==> config.mk <==
export PLATFORM = sky130hd
export DESIGN_NAME = alu_op_sequencer
export DESIGN_NICKNAME = d
export VERILOG_FILES = /design/src/rtl/alu_op_sequencer.sv
export SDC_FILE = /design/constraint.sdc
export NUM_CORES = 1
export LEC_CHECK = 0
export CAP_MARGIN = 20
export CELL_PAD_IN_SITES_DETAIL_PLACEMENT = 1
export CELL_PAD_IN_SITES_GLOBAL_PLACEMENT = 1
export CORE_ASPECT_RATIO = 0.8
export CORE_MARGIN = 5
export CORE_UTILIZATION = 42
export CTS_BUF_LIST = sky130_fd_sc_hd__clkbuf_8
export DETAILED_ROUTE_END_ITERATION = 8
export DONT_BUFFER_PORTS = 1
export PLACE_DENSITY = 0.75
export SYNTH_ARGS = -nofsm -noshare
export SYNTH_HDL_FRONTEND = slang
export SYNTH_SLANG_ARGS = --single-unit
==> constraint.sdc <==
create_clock -name clk -period 1.37 [get_ports clk]
set_clock_uncertainty 0.1 [all_clocks]
set_input_delay 0.137 -clock clk [delete_from_list [all_inputs] [get_ports clk]]
set_output_delay 0.137 -clock clk [all_outputs]
set_load 0.05 [all_outputs]
==> src/rtl/alu_op_sequencer.sv <==
// alu_op_sequencer: issues one command at a time to a shared ALU, waits out its latency,
// captures the result (optionally into an accumulator) and returns it. Option: ALU_SEQ_OPCNT_EN.
module alu_op_sequencer #(
    parameter int ALU_LATENCY = 1,
    parameter int DATA_W      = 8
) (
    input  logic              clk,
    input  logic              rst_n,
    input  logic              cmd_valid,
    output logic              cmd_ready,
    input  logic [3:0]        cmd_opcode,
    input  logic [DATA_W-1:0] cmd_a,
    input  logic [DATA_W-1:0] cmd_b,
    input  logic              cmd_use_acc,
    input  logic              cmd_wr_acc,
    output logic [DATA_W-1:0] alu_a,
    output logic [DATA_W-1:0] alu_b,
    output logic [3:0]        alu_opcode,
    input  logic [DATA_W-1:0] alu_result,
    output logic              rsp_valid,
    input  logic              rsp_ready,
    output logic [DATA_W-1:0] rsp_data,
    output logic [DATA_W-1:0] acc,
`ifdef ALU_SEQ_OPCNT_EN
    output logic [15:0]       op_count,
`endif
    output logic              busy
);

    typedef enum logic [1:0] {
        IDLE,
        WAIT,
        RESP
    } state_t;

    localparam logic [2:0] LAT = 3'(ALU_LATENCY);

    state_t     state;
    logic [2:0] cnt;
    logic       wr_acc_q;

    // Handshake flags follow directly from the registered state.
    assign cmd_ready = (state == IDLE);
    assign busy      = (state != IDLE);

    // Sequencer FSM: issue, wait out ALU latency, hold response until taken.
    always_ff @(posedge clk) begin
        if (!rst_n) begin
            state      <= IDLE;
            cnt        <= '0;
            wr_acc_q   <= 1'b0;
            alu_a      <= '0;
            alu_b      <= '0;
            alu_opcode <= '0;
            rsp_valid  <= 1'b0;
            rsp_data   <= '0;
            acc        <= '0;
`ifdef ALU_SEQ_OPCNT_EN
            op_count   <= '0;
`endif
        end else begin
            unique case (state)
                IDLE: begin
                    if (cmd_valid) begin
                        alu_a      <= cmd_a;
                        alu_b      <= cmd_use_acc ? acc : cmd_b;
                        alu_opcode <= cmd_opcode;
                        wr_acc_q   <= cmd_wr_acc;
                        cnt        <= LAT;
                        state      <= WAIT;
                    end
                end
                WAIT: begin
                    if (cnt == 3'd0) begin
                        rsp_data  <= alu_result;
                        rsp_valid <= 1'b1;
                        if (wr_acc_q) begin
                            acc <= alu_result;
                        end
                        state <= RESP;
                    end else begin
                        cnt <= cnt - 3'd1;
                    end
                end
                RESP: begin
                    if (rsp_ready) begin
                        rsp_valid <= 1'b0;
                        state     <= IDLE;
`ifdef ALU_SEQ_OPCNT_EN
                        if (op_count != 16'hFFFF) begin
                            op_count <= op_count + 16'd1;
                        end
`endif
                    end
                end
                default: begin
                    state <= IDLE;
                end
            endcase
        end
    end

endmodule

[Word-level counts from Yosys, hierarchy flattened]
Cells that the tools add are included.
Word-level totals
  register bits: 43
  input port bits: 34
  output and inout port bits: 39
  word-level logic and storage cells: 38
Cells by class
  add/subtract/negate cells: 1
  equal/unequal tests: 6
  mux-type cells: 11
  reduce and logical (&&, ||, !) cells: 11
Operators by type and width (count)
  3-bit AND reduction: 4
  8-bit 2-to-1 mux: 1
  2-bit inequality test, second input constant: 4
  2-bit 2-to-1 mux: 3
  3-bit 2-to-1 mux: 2
  2-bit one-hot mux with 3 select lines: 1
  3-bit one-hot mux with 2 select lines: 1
  2-bit nonzero test: 3
  2-bit AND reduction: 2
  3-bit zero test: 1
  3-bit by 1-bit subtractor with 3-bit output, second input constant: 1
  2-bit by 1-bit equality test with 1-bit output, second input constant: 1
  2-bit equality test, second input constant: 1
  2-bit zero test: 1
  1-bit 2-to-1 mux: 2
  1-bit one-hot mux with 2 select lines: 1

[Longest topological paths before layout]
  depth after elaboration: 3
  gate-level depth with buffers: 6
  gate-level depth less buffers: 5

[Least setup slack after synthesis]
Ideal clock, no wire load.
  path kind: reg2out
  start: register state[0]
  end: output busy
  arrival: 1589 ps
  data required time: 1133 ps
  path slack: -456 ps
  stages on the path, launching flop included: 4
  path buffers: 1
  cell sequence: dfxtp_1 > buf_6 > nor2_1 > inv_1
Between the ends
  longest elaborated chain between the ends: 1
RTL lines
  start, declared: RTL line 38  | state_t state;
  start signal, assigned: RTL line 49  | state <= IDLE;
  start signal, assigned: RTL line 70  | state <= WAIT;
  start signal, assigned: RTL line 80  | state <= RESP;
  2-bit nonzero test: RTL line 44  | assign busy = (state != IDLE);
  end, declared: RTL line 27  | output logic busy
No other way between the ends.

[Final worst setup path]
  start: register cnt[0]
  end: register rsp_data[6]
Between the ends
  longest elaborated chain between the ends: 2
RTL lines
  start, declared: RTL line 39  | logic [2:0] cnt;
  start signal, assigned: RTL line 82  | cnt <= cnt - 3'd1;
  3-bit zero test: RTL line 74  | if (cnt == 3'd0) begin
  2-bit AND reduction (no source line)
  end signal, assigned: RTL line 75  | rsp_data <= alu_result;
  end, declared: RTL line 22  | output logic [DATA_W-1:0] rsp_data,
No other way between the ends.
A chain may end at the register's enable or synchronous reset.

==> results.md <==
* Outcome: finished with violations
* Failing checks: negative setup slack
* Netlist cell types at 30
* Critical Path RT at 1.49 ns
* Diode count at 0
* Worst hold start: rsp_ready
* MaxCap Viol Count at 0
* Tmin final at 1.40 ns
* Fmax at 715 MHz
* Routed Antenna Nets at 0
* DRT Wirelength at 6910 um
* Hold EP: rsp_valid
* FF-to-FF End: rsp_data[6]
* Die area at 5630 sq um
* H-tree Lvls at 2
* Final GP Congestion at 0.779
* Count leader, synth: nand2_1
* Final hold violations at 0
* Yosys reg bits at 43
* Share of flip-flops with an asynchronous set or reset at 0%
* Root buffer cell: clkbuf_8
* Worst Path Buf+Inv at 2
* Grt total ovfl at 0
* Post-synth EDFFs at 0
* 1st-pass router iterations at 4
* Cells after Synth at 201
* Core Region at 4130 sq um
* Pwr/cell area at 1360 nW/um^2
* Leak at 1.19 nW
* TritonCTS clock tree: done
* M3 GR Usage at 6.71%
* DP HPWL at 3960 um
* GR Util All Layers at 24.3%
* Post-synth top area share at 48.6%
* Chip width at 82.6 um
* Synthesized cell area at 1770 sq um
* Slowest-stage cell, CP: dfxtp_2
* Final setup fails at 3
* Max-slew violation count at 0
* Largest net degree at the start of global routing at 30
* Worst skew pair latency at 0.30 ns
* Critical path's top delay family: simple AND/OR/NAND/NOR gates
* Met1 GRT Util at 27.5%
* Crit-path cells: inv_2 -> ha_4 -> and4bb_4 -> buf_4 -> nand2_1 -> a21oi_2
* Crit-path max cell delay at 0.34 ns
* Vias in the first global route at 1891
* Crit. End Element: flip-flop
* Global routing's busiest layer: met2
* Reg2Reg Depth at 6
* Worst-Margin Slew at 0.598 ns
* Post-synth top flop: dfxtp_1
* Crit Reg-Reg Startpoint: cnt[0]
* Final worst-path cycle share at 102%
* DRT iter0 DRCs at 91
* CP Max Fanout at 5
* Max VDD drop at 0.859 mV
* Synth area leader: dfxtp_1
* Slew margin rel. at 60.0%
* Worst setup margin at -0.0295 ns
* Worst setup SP type: flip-flop
* Initial antenna violation count at 0
* Post-synth top cells: nand2_1, dfxtp_1, a21oi_1
* Mean post-synth cell area at 8.81 sq um
* Routed len/inst at 20.4 um
* Cell depth of the worst hold path at 3
* Crit path kind: reg -> reg
* Rows at 21
* First-pass GRT wire length at 9950 um
* Area Overhead vs Synth at 54.9%
* Clock Sinks at 43
* Met2 usage at 44.3%
* Number of I/O pins at 73
* Arrival time worst endpoint at 1.52 ns
* Starting Density at 42.9%
* RSZ-0062 raised after global routing: true
* Hold crit path type: in -> reg
* DRC Markers at 0
* Ranking of synthesized cells by area: dfxtp_1, nand2_1, mux2i_1
* Fin nets at 317
* Via density at 5.26
* Syn_nets at 237
* Sequential fraction of the synthesis area at 48.6%
* Share of cells above drive strength 1 at 31.6%
* TritonCTS Buffers at 5
* Syn. warnings at 0
* Power Total at 0.00373 W
* Final core area utilization at 66.5%
* CTS clock-pin slew for the worst setup and hold paths at 0.08 ns
* CTS Buffer Depth at 2
* Die height at 68.1 um
* Reg2reg setup slack at -0.03 ns
* I/O Buffers at 0
* Via Count at 1782
metal layers:
layer  wire length [um]  vias up
met5                  0        -
met4                140        0
met3                406       16
met2               3620       67
met1               2750      873
li1                   -      826
placed cells by master (no fill, tap or decap), types with 2 or more instances in the layout:
cell and n:
mux2i_1 16, nor2_1 8, buf_6 2, a211oi_2 2, nand2_1 60, a211oi_1 6
dlygate4sd3_1 29, clkbuf_8 5, dfxtp_4 2, dfxtp_2 2, nor2b_1 2, bufinv_16 2
dfxtp_1 39, a21oi_2 4, inv_1 2, inv_2 3, a21oi_1 20, buf_4 51
cells by family after synthesis:
logic type	count (synthesis)	share of synthesized area (%)
simple gates	82	21.5
flops	43	48.6
compound gates	38	12.4
buf+inv	19	6.42
mux	17	9.60
fa+ha+maj	2	1.41
through the flow:
step	hold slack (ns)	TNS [ns]	setup slack, ns	cells	area [sq um]
floorplan	0.173	0	0.00873	201	1790
global placement	0.163	-0.306	-0.0389	294	2150
detailed placement	0.181	-0.986	-0.105	294	2150
CTS	0.00740	0	0.00781	334	2640
global route	0.0319	-0.571	-0.0682	339	2750
finish	0.0129	-0.0503	-0.0295	339	2750
where the power goes:
part | leakage (nW) | internal, W | total (W) | switching, W
clock network | 0.0695 | 0.000721 | 0.00117 | 0.000452
registers | 0.354 | 0.00135 | 0.00143 | 0.0000793
logic | 0.770 | 0.000437 | 0.00112 | 0.000686
total | 1.19 | 0.00251 | 0.00373 | 0.00122
worst max-delay path by stage:
stage / startpoint / endpoint / cells after the start / slack (ns)
global placement: cnt[0] / acc[6] / 5 / -0.04
CTS: cnt[0] / cnt[0] / 6 / 0.008
global route: cnt[0] / rsp_data[6] / 6 / -0.07
detailed placement: cnt[0] / acc[1] / 5 / -0.10
floorplan: cnt[0] / acc[0] / 6 / 0.009
finish: cnt[0] / rsp_data[6] / 6 / -0.03
flip-flops by register name, summed over array words and instances, names as in the netlist:
register / flops
alu_opcode: 4
rsp_data: 8
state: 2
alu_a: 8
wr_acc_q: 1
rsp_valid: 1
cnt: 3
alu_b: 8
acc: 8
worst register-to-register path, cell delays in order (launching register included):
cell and delay [ns]:
dfxtp_2 0.34, inv_2 0.07, ha_4 0.13, and4bb_4 0.31, buf_4 0.14, nand2_1 0.08, a21oi_2 0.15
cell type report:
type	instances	area (sq um)
Clock inverter	3	63.8
Clock buffer	5	68.8
Timing Repair Buffer	87	773
Tap cell	57	71.3
Fill cell	476	1380
Inverter	5	18.8
Multi-Input combinational cell	139	878
Sequential cell	43	871
what timing repair did:
action                                  in CTS  in global routing
hold endpoints to repair                    36                  0
pin swaps                                    2                  4
buffers inserted                             2                  4
endpoints found under the setup margin      20                 17
gates resized for setup                     11                 17
hold buffers                                30                  0
cloned                                       0                  1
No activity file was read; power rests on OpenSTA's default activity.
